--- config.mk ---
export PLATFORM = sky130hd
export DESIGN_NAME = ps2_key_decoder_flat
export DESIGN_NICKNAME = d
export VERILOG_FILES = /design/src/rtl/ps2_key_decoder_if.sv /design/src/rtl/ps2_key_decoder.sv /design/src/flat_wrapper.sv
export SDC_FILE = /design/constraint.sdc
export NUM_CORES = 1
export LEC_CHECK = 0
export CORE_MARGIN = 2
export CORE_UTILIZATION = 29
export CTS_CLUSTER_SIZE = 14
export DETAILED_ROUTE_END_ITERATION = 10
export PLACE_DENSITY = 0.6
export SETUP_SLACK_MARGIN = 0.05
export SLEW_MARGIN = 20
export SYNTH_ARGS = -nofsm -noshare
export SYNTH_HDL_FRONTEND = slang
export SYNTH_SLANG_ARGS = --single-unit
--- constraint.sdc ---
create_clock -name clk -period 2.9 [get_ports clk]
set_clock_uncertainty 0.05 [all_clocks]
set_input_delay 0.58 -clock clk [delete_from_list [all_inputs] [get_ports clk]]
set_output_delay 0.58 -clock clk [all_outputs]
set_load 0.05 [all_outputs]
--- src/rtl/ps2_key_decoder_if.sv ---
// rtl/ps2_key_decoder_if.sv - FIFO-side and decoded-key signal bundle for ps2_key_decoder
interface ps2_key_decoder_if #(
    parameter int NUM_KEYS = 3
);
    logic                fifo_empty;
    logic [7:0]          fifo_data;
    logic                fifo_rd;
    logic [7:0]          code_out;
    logic                code_ext;
    logic                code_break;
    logic                code_valid;
    logic [NUM_KEYS-1:0] key_held;
    logic [NUM_KEYS-1:0] key_pulse;

    modport master (
        input  fifo_empty, fifo_data,
        output fifo_rd, code_out, code_ext, code_break, code_valid, key_held, key_pulse
    );

    modport slave (
        output fifo_empty, fifo_data,
        input  fifo_rd, code_out, code_ext, code_break, code_valid, key_held, key_pulse
    );
endinterface

--- src/rtl/ps2_key_decoder.sv ---
// rtl/ps2_key_decoder.sv - PS/2 prefix resolver and per-key held/pulse tracker
// Optional auto-repeat counters are built when PS2_KEY_AUTOREPEAT_EN is defined.
module ps2_key_decoder #(
    parameter int                    NUM_KEYS      = 3,
    parameter logic [9*NUM_KEYS-1:0] KEY_CODES     = {9'h036, 9'h034, 9'h032},
    parameter int                    REPEAT_DELAY  = 12500000,
    parameter int                    REPEAT_PERIOD = 2500000
) (
    input  logic clk,
    input  logic rst,
    ps2_key_decoder_if.master bus
);
    localparam logic [1:0] IDLE = 2'd0;
    localparam logic [1:0] RD   = 2'd1;
    localparam logic [1:0] DEC  = 2'd2;

    logic [1:0]          state_q, state_d;
    logic                rd_q, rd_d;
    logic [2:0]          skip_q, skip_d;
    logic                ext_q, ext_d;
    logic                brk_q, brk_d;
    logic [7:0]          code_q, code_d;
    logic                cext_q, cext_d;
    logic                cbrk_q, cbrk_d;
    logic                valid_q, valid_d;
    logic                done;
    logic [NUM_KEYS-1:0] match;
    logic [NUM_KEYS-1:0] held_q, held_d;
    logic [NUM_KEYS-1:0] pulse_q, pulse_d;

    always_comb begin
        state_d = state_q;
        rd_d    = 1'b0;
        skip_d  = skip_q;
        ext_d   = ext_q;
        brk_d   = brk_q;
        code_d  = code_q;
        cext_d  = cext_q;
        cbrk_d  = cbrk_q;
        valid_d = 1'b0;
        done    = 1'b0;
        case (state_q)
            IDLE: begin
                if (!bus.fifo_empty) begin
                    rd_d    = 1'b1;
                    state_d = RD;
                end
            end
            RD:  state_d = DEC;
            DEC: begin
                state_d = IDLE;
                // Pause (E1) is followed by 7 bytes that carry no key information
                if (skip_q != 3'd0) begin
                    skip_d = skip_q - 3'd1;
                end else if (bus.fifo_data == 8'hE1) begin
                    skip_d = 3'd7;
                end else if (bus.fifo_data == 8'hE0) begin
                    ext_d = 1'b1;
                end else if (bus.fifo_data == 8'hF0) begin
                    brk_d = 1'b1;
                end else begin
                    done    = 1'b1;
                    code_d  = bus.fifo_data;
                    cext_d  = ext_q;
                    cbrk_d  = brk_q;
                    valid_d = 1'b1;
                    ext_d   = 1'b0;
                    brk_d   = 1'b0;
                end
            end
            default: state_d = IDLE;
        endcase
    end

    always_comb begin
        match = '0;
        for (int i = 0; i < NUM_KEYS; i++) begin
            match[i] = done && ({ext_q, bus.fifo_data} == KEY_CODES[9*i +: 9]);
        end
    end

`ifdef PS2_KEY_AUTOREPEAT_EN
    logic [23:0] cnt_q [NUM_KEYS];
    logic [23:0] cnt_d [NUM_KEYS];

    always_comb begin
        held_d  = held_q;
        pulse_d = '0;
        for (int i = 0; i < NUM_KEYS; i++) begin
            cnt_d[i] = cnt_q[i];
            if (match[i] && !brk_q && !held_q[i]) begin
                held_d[i]  = 1'b1;
                pulse_d[i] = 1'b1;
                cnt_d[i]   = 24'(REPEAT_DELAY);
            end else if (match[i] && brk_q) begin
                held_d[i] = 1'b0;
                cnt_d[i]  = 24'd0;
            end else if (held_q[i]) begin
                // typematic resends fall through here so the repeat cadence is undisturbed
                if (cnt_q[i] == 24'd1) begin
                    pulse_d[i] = 1'b1;
                    cnt_d[i]   = 24'(REPEAT_PERIOD);
                end else if (cnt_q[i] != 24'd0) begin
                    cnt_d[i] = cnt_q[i] - 24'd1;
                end
            end
        end
    end

    always_ff @(posedge clk or negedge rst) begin
        if (!rst) begin
            for (int i = 0; i < NUM_KEYS; i++) cnt_q[i] <= 24'd0;
        end else begin
            for (int i = 0; i < NUM_KEYS; i++) cnt_q[i] <= cnt_d[i];
        end
    end
`else
    logic unused_repeat;
    assign unused_repeat = ^{REPEAT_DELAY, REPEAT_PERIOD};

    always_comb begin
        held_d  = held_q;
        pulse_d = '0;
        for (int i = 0; i < NUM_KEYS; i++) begin
            if (match[i] && !brk_q && !held_q[i]) begin
                held_d[i]  = 1'b1;
                pulse_d[i] = 1'b1;
            end else if (match[i] && brk_q) begin
                held_d[i] = 1'b0;
            end
        end
    end
`endif

    always_ff @(posedge clk or negedge rst) begin
        if (!rst) begin
            state_q <= IDLE;
            rd_q    <= 1'b0;
            skip_q  <= 3'd0;
            ext_q   <= 1'b0;
            brk_q   <= 1'b0;
            code_q  <= 8'd0;
            cext_q  <= 1'b0;
            cbrk_q  <= 1'b0;
            valid_q <= 1'b0;
            held_q  <= '0;
            pulse_q <= '0;
        end else begin
            state_q <= state_d;
            rd_q    <= rd_d;
            skip_q  <= skip_d;
            ext_q   <= ext_d;
            brk_q   <= brk_d;
            code_q  <= code_d;
            cext_q  <= cext_d;
            cbrk_q  <= cbrk_d;
            valid_q <= valid_d;
            held_q  <= held_d;
            pulse_q <= pulse_d;
        end
    end

    assign bus.fifo_rd    = rd_q;
    assign bus.code_out   = code_q;
    assign bus.code_ext   = cext_q;
    assign bus.code_break = cbrk_q;
    assign bus.code_valid = valid_q;
    assign bus.key_held   = held_q;
    assign bus.key_pulse  = pulse_q;
endmodule

--- src/flat_wrapper.sv ---
// flat-port wrapper written by rule: the top's interface ports become plain ports
module ps2_key_decoder_flat 
#(
    parameter int                    NUM_KEYS      = 3,
    parameter logic [9*NUM_KEYS-1:0] KEY_CODES     = {9'h036, 9'h034, 9'h032},
    parameter int                    REPEAT_DELAY  = 12500000,
    parameter int                    REPEAT_PERIOD = 2500000
)
  (clk, rst, bus_fifo_empty, bus_fifo_data, bus_fifo_rd, bus_code_out, bus_code_ext, bus_code_break, bus_code_valid, bus_key_held, bus_key_pulse);
  ps2_key_decoder_if #(.NUM_KEYS(NUM_KEYS)) bus_i ();
  input  logic clk;
  input  logic rst;
  input wire logic [$bits(bus_i.fifo_empty)-1:0] bus_fifo_empty;
  input wire logic [$bits(bus_i.fifo_data)-1:0] bus_fifo_data;
  output wire logic [$bits(bus_i.fifo_rd)-1:0] bus_fifo_rd;
  output wire logic [$bits(bus_i.code_out)-1:0] bus_code_out;
  output wire logic [$bits(bus_i.code_ext)-1:0] bus_code_ext;
  output wire logic [$bits(bus_i.code_break)-1:0] bus_code_break;
  output wire logic [$bits(bus_i.code_valid)-1:0] bus_code_valid;
  output wire logic [$bits(bus_i.key_held)-1:0] bus_key_held;
  output wire logic [$bits(bus_i.key_pulse)-1:0] bus_key_pulse;
  assign bus_i.fifo_empty = bus_fifo_empty;
  assign bus_i.fifo_data = bus_fifo_data;
  assign bus_fifo_rd = bus_i.fifo_rd;
  assign bus_code_out = bus_i.code_out;
  assign bus_code_ext = bus_i.code_ext;
  assign bus_code_break = bus_i.code_break;
  assign bus_code_valid = bus_i.code_valid;
  assign bus_key_held = bus_i.key_held;
  assign bus_key_pulse = bus_i.key_pulse;
  ps2_key_decoder #(.NUM_KEYS(NUM_KEYS), .KEY_CODES(KEY_CODES), .REPEAT_DELAY(REPEAT_DELAY), .REPEAT_PERIOD(REPEAT_PERIOD)) u_core (.clk(clk), .rst(rst), .bus(bus_i));
endmodule
==> summary.md, run 1 <==
| Metric | Value |
|---|---|
| Mapped Avg Cell Area | 12.38 sq um |
| Antenna Violating Nets Remaining | 0 |
| RSZ-0062 raised after global routing | false |
| HP Class | reg2reg |
| Hold buffer count at cts | 0 |
| I/O Buffers | 28 |
| Worst setup EP type | output port |
| Peak supply drop | 0.5326 mV |
| Worst-Skew Late Latency | 0.27 ns |
| Postcts setup bufs | 0 |
| Hold Path End | u_core.bus.key_pulse[2] |
| Most numerous cell in the Yosys netlist | dfrtp_1 |
| Area Overhead vs Synth | 36.05% |
| ANT cells | 0 |
| Critical path class | reg2out |
| Setup TNS Final | 0 ns |
| Slowest cell on crit path | clkdlybuf4s50_1 |
| Max incr delay on CP | 0.81 ns |
| Hold path cells | 1 |
| Vias in the first global route | 744 |
| Starting density of the core | 0.2999 |
| Final Cycle Share | 0.7290 |
| Status | finished clean |
| Final Non-Filler Cells | 169 |
| Synth top area share | 0.5741 |
| Period minus WS final | 2.114 ns |
| Top cells by count, synth | dfrtp_1, mux2_4, o21ai_0, inv_1 |
| Register-to-register setup slack | 0.83 ns |
| Post-Place Setup Slack | 0.5249 ns |
| Sequential-to-total area share from yosys stat | 0.5741 |
| Drt drc | 0 |
| Die W | 65.30 microns |
| DRT Pass-1 Iters | 4 |
| Start point of the worst min-delay path | u_core.bus.key_held[2] |
| Syn. warnings | 0 |
| Worst reg2reg startpoint | u_core.skip_q[0] |
| Cell family with most CP delay | buffers and inverters |
| Cell Chain, Critical Path | clkdlybuf4s50_1 |
| CP Launch Type | flop |
| Initial DRC Count | 16 |
| Synthesized cell area | 0.001090 sq mm |
| CTS tree | built |
| Overall power | 1.194 mW |
| All-layer global routing usage | 0.1029 |
| Async SR Flop Fraction | 1.000 |
| I/O pin count | 29 |
| Setup violators final | 0 |
| Synthesis-stage register bit count | 25 |
| Final Slew Violations | 0 |
| Largest net degree at the start of global routing | 26 |
| Worst-Margin Slew | 0.4956 ns |
| Fin Hold WS | 0.4270 ns |
| Syn Inst Count | 88 |
| Total wire length | 2.112 mm |
| Final Worst Setup Slack | 0.7858 ns |
| Static Leakage | 0.6492 nW |
| DR vias/cell | 4.615 |
| Die Ht | 65.30 microns |
| Fillers | 357 |
| Highest clock rate | 473.0 MHz |
| CTS Buf Count | 3 |
| Post-Route Utilization | 0.4081 |
| Syn_nets | 101 |
| PD cells | 805.2 mW/mm^2 |
| Total grt overflow | 0 |
| Initial antenna violation count | 0 |
| Final Hold Vio Count | 0 |
| Slew HR | 0.6686 |
| Via Count | 780 |
| Critical R2R Capture | u_core.bus.code_out[5] |
| Area leader, netlist | dfrtp_1 |
| Main area contributors after synthesis | dfrtp_1, mux2_4, o21ai_0, mux2i_1, ha_1 |
| Post-DP HPWL | 1.593 mm |
| Placer Congestion | 0.7525 |
| Nets@finish | 135 |
| First-pass GRT wire length | 3.401 mm |
| WL/cell | 12.50 microns |
| Full die area | 0.004264 sq mm |
| Placed instance count | 165 |
| FP Rows | 22 |
| Clock buffer depth | 2 |
| Placed cell area | 0.001434 sq mm |
| Cells on worst reg2reg path | 7 |
| Core area | 0.003633 sq mm |
| CP Max Fanout | 3 |
| Clock sinks | 25 |
| Synth cell types | 30 |
| Post-synth EDFFs | 0 |
| Clock-pin transition on the worst setup and hold timing paths | 0.10 ns |
| # H-tree levels | 1 |
| Root Driver | clkbuf_8 |
| Synth Flop Type | dfrtp_1 |
| Max Cap Viol | 0 |
| Arrival time worst endpoint | 1.48 ns |
| Design area | 0.001483 sq mm |
| CP required | 2.27 ns |
| Ratio of cells with drive above 1 in the final layout | 0.1405 |
| PostCTS Resize Cnt | 0 |
| WP buf/inv | 1 |
==> cell type report <==
| class | instances | area (sq um) | area share |
|---|---|---|---|
| Tap cell | 48 | 60.06 | 0.04051 |
| Clock inverter | 1 | 7.507 | 0.005063 |
| Clock buffer | 3 | 41.29 | 0.02785 |
| Multi-Input combinational cell | 56 | 430.4 | 0.2903 |
| Timing Repair Buffer | 30 | 295.3 | 0.1992 |
| Inverter | 6 | 22.52 | 0.01519 |
| Sequential cell | 25 | 625.6 | 0.4219 |
==> where the power goes <==
part,switching [mW],internal (mW),leakage (nW),total (mW)
clock,0.113,0.0973,0.0217,0.210
combinational,0.298,0.203,0.308,0.500
sequential,0.0494,0.434,0.320,0.483
==> worst max-delay path by stage <==
stage,startpoint,endpoint,cells past startpoint
2_1_floorplan,u_core.skip_q[0],u_core.bus.code_break,7
3_3_place_gp,bus_fifo_data[7],u_core.bus.key_held[1],5
3_5_place_dp,bus_fifo_data[7],u_core.bus.key_held[1],5
4_1_cts,u_core.bus.key_held[0],bus_key_held[0],1
5_1_grt,bus_fifo_data[5],u_core.bus.key_held[1],5
6_report,u_core.bus.key_held[0],bus_key_held[0],1
==> cell families after synthesis <==
family / share of synthesized area
AND/OR/NAND/NOR: 0.1562
flip-flops: 0.5741
AO/OA/AOI/OAI: 0.08151
multiplexers: 0.1343
buffers and inverters: 0.03100
adder cells (fa/ha/maj): 0.02296
==> metal layers <==
layer  global-route usage  up-vias  share of wire
li1                     -      378              -
met1               0.1389      377           0.48
met2               0.1645       23           0.45
met3              0.03938        2          0.063
met4             0.007813        0         0.0043
met5                    0        -              0
==> flip-flops by register name, indices dropped and copies added, names as in the netlist <==
signal / count
u_core.bus.code_out: 8
u_core.bus.key_held: 3
u_core.ext_q: 1
u_core.bus.code_ext: 1
u_core.brk_q: 1
u_core.bus.code_break: 1
u_core.state_q: 2
u_core.bus.key_pulse: 3
u_core.bus.code_valid: 1
u_core.skip_q: 3
u_core.bus.fifo_rd: 1
==> cells in the final DEF (no fill, tap or decap), drive strengths merged <==
cell / count
dfrtp: 25
mux2i: 3
clkbuf: 3
a21oi: 1
o31a: 1
nand3: 1
o2bb2ai: 1
and4bb: 1
nand3b: 1
nor4: 2
buf: 2
ha: 2
and3b: 1
nor3: 3
or2: 2
nand2: 5
nor2b: 1
or3: 1
o31ai: 2
nor3b: 1
nor2: 5
a21boi: 1
nor4b: 1
clkdlybuf4s50: 28
mux2: 8
nand4b: 2
nand2b: 1
a41oi: 1
o21ai: 7
clkinvlp: 1
and2: 1
inv: 6
Power figures use the tool's default switching activity.
==> run 2: changes to the inputs <==
==> constraint.sdc (replaced) <==
create_clock -name clk -period 2.15 [get_ports clk]
set_clock_uncertainty 0.05 [all_clocks]
set_input_delay 0.43 -clock clk [delete_from_list [all_inputs] [get_ports clk]]
set_output_delay 0.43 -clock clk [all_outputs]
set_load 0.05 [all_outputs]
==> summary.md, run 2 (synthesized netlist as in run 1, its figures left out) <==
| Metric | Value |
|---|---|
| Status | finished clean |
| Post-Place Setup Slack | 0.02492 ns |
| I/O Buffers | 28 |
| Critical path class | reg2out |
| Starting density of the core | 0.2999 |
| Fillers | 347 |
| WL/cell | 11.86 microns |
| Max reg flops | 8 |
| Nets@finish | 143 |
| Clock sinks | 25 |
| CP Launch Type | flop |
| Setup TNS Final | 0 ns |
| Start point of the worst min-delay path | u_core.bus.key_held[2] |
| Placer Congestion | 0.7641 |
| Die W | 65.30 microns |
| Total wire length | 2.100 mm |
| Worst-Skew Late Latency | 0.27 ns |
| First-pass GRT wire length | 3.629 mm |
| Critical path origin | u_core.bus.key_held[1] |
| FP Rows | 22 |
| Antenna Violating Nets Remaining | 0 |
| Overall power | 1.614 mW |
| Max Cap Viol | 0 |
| Postcts setup bufs | 0 |
| Commonest cells after routing, fill and taps aside | clkdlybuf4s50_1, dfrtp_1, buf_4, mux2_4, o21ai_0 |
| # H-tree levels | 1 |
| Final Non-Filler Cells | 177 |
| Final Slew Violations | 0 |
| CTS tree | built |
| Via Count | 798 |
| Slew HR | 0.6647 |
| Total grt overflow | 0 |
| CP required | 1.67 ns |
| Commonest non-fill, non-tap cell in the layout | clkdlybuf4s50_1 |
| Clock buffer depth | 2 |
| Peak supply drop | 0.3420 mV |
| Drt drc | 0 |
| Final Hold Vio Count | 0 |
| Root Driver | clkbuf_8 |
| CP Max Fanout | 3 |
| Static Leakage | 0.6904 nW |
| Cell Chain, Critical Path | clkdlybuf4s50_1 |
| All-layer global routing usage | 0.1122 |
| Slowest cell on crit path | clkdlybuf4s50_1 |
| Fin Hold WS | 0.4174 ns |
| I/O pin count | 29 |
| Area Overhead vs Synth | 42.71% |
| HP Class | reg2reg |
| Final Worst Setup Slack | 0.2076 ns |
| Full die area | 0.004264 sq mm |
| Cell family with most CP delay | buffers and inverters |
| Initial DRC Count | 32 |
| PD cells | 1038 mW/mm^2 |
| Period minus WS final | 1.942 ns |
| Arrival time worst endpoint | 1.46 ns |
| Clock-pin transition on the worst setup and hold timing paths | 0.09 ns |
| RSZ-0062 raised after global routing | false |
| DR vias/cell | 4.508 |
| DRT Pass-1 Iters | 2 |
| Vias in the first global route | 791 |
| Worst setup EP type | output port |
| Final Cycle Share | 0.9035 |
| Max incr delay on CP | 0.81 ns |
| PostCTS Resize Cnt | 0 |
| Core area | 0.003633 sq mm |
| WP buf/inv | 1 |
| CTS Buf Count | 3 |
| Post-DP HPWL | 1.672 mm |
| Largest net degree at the start of global routing | 26 |
| Setup violators final | 0 |
| Ratio of cells with drive above 1 in the final layout | 0.1938 |
| Placed instance count | 173 |
| Hold buffer count at cts | 0 |
| Worst reg2reg startpoint | u_core.skip_q[0] |
| Die Ht | 65.30 microns |
| Worst-Margin Slew | 0.5014 ns |
| ANT cells | 0 |
| Highest clock rate | 514.8 MHz |
| Initial antenna violation count | 0 |
[run 2: changes by cell type in the layout (fill, tap and decap cells not counted)]
cell	delta
buf_12	+1
buf_4	+7
[run 2: worst paths after layout]
path                                      endpoint  slack (ns)  depth (start not counted)
max                                bus_key_held[1]        0.21                          1
min                        u_core.bus.key_pulse[2]        0.42                          1
max reg2reg                 u_core.bus.code_out[5]        0.29                          7
min reg2reg                u_core.bus.key_pulse[2]        0.42                          1
max in group asynchronous      u_core.bus.code_ext        1.34                          2
min in group asynchronous  u_core.bus.key_pulse[1]        0.46                          2
[run 2: where the power goes]
part / internal (mW) / switching (mW)
Combinational: 0.285 / 0.401
Sequential: 0.585 / 0.0647
Clock: 0.131 / 0.147
[run 2: metal layers]
layer | part of all wire | routed length (microns) | GRT usage | vias up
met5 | 0 | 0 | 0 | -
li1 | - | - | - | 395
met3 | 0.059 | 123 | 0.02740 | 4
met2 | 0.46 | 969 | 0.1786 | 21
met4 | 0.017 | 36 | 0.05469 | 0
met1 | 0.46 | 970 | 0.1425 | 378
[run 2: final cells by class]
cell class,count,area [sq um],share of cell area
Clock buffer,3,41.29,0.02655
Clock inverter,1,7.507,0.004827
Inverter,6,22.52,0.01448
Multi-Input combinational cell,56,430.4,0.2768
Sequential cell,25,625.6,0.4023
Tap cell,48,60.06,0.03862
Timing Repair Buffer,38,367.9,0.2365
[run 2: per-stage QoR]
step,area (sq um),utilization
6_report,1555,0.4280
3_3_place_gp,1506,0.4146
5_1_grt,1555,0.4280
3_5_place_dp,1506,0.4146
4_1_cts,1555,0.4280
2_1_floorplan,1090,-
==> run 3: changes to the inputs <==
--- a/config.mk
+++ b/config.mk
@@ -7,8 +7,9 @@
 export LEC_CHECK = 0
 export CORE_MARGIN = 2
 export CORE_UTILIZATION = 29
-export CTS_CLUSTER_SIZE = 14
+export CTS_CLUSTER_SIZE = 30
 export DETAILED_ROUTE_END_ITERATION = 10
+export GPL_ROUTABILITY_DRIVEN = 0
 export PLACE_DENSITY = 0.6
 export SETUP_SLACK_MARGIN = 0.05
 export SLEW_MARGIN = 20
==> results of run 3 <==
No change in the layout: final DEF, timing and power equal those of run 2.
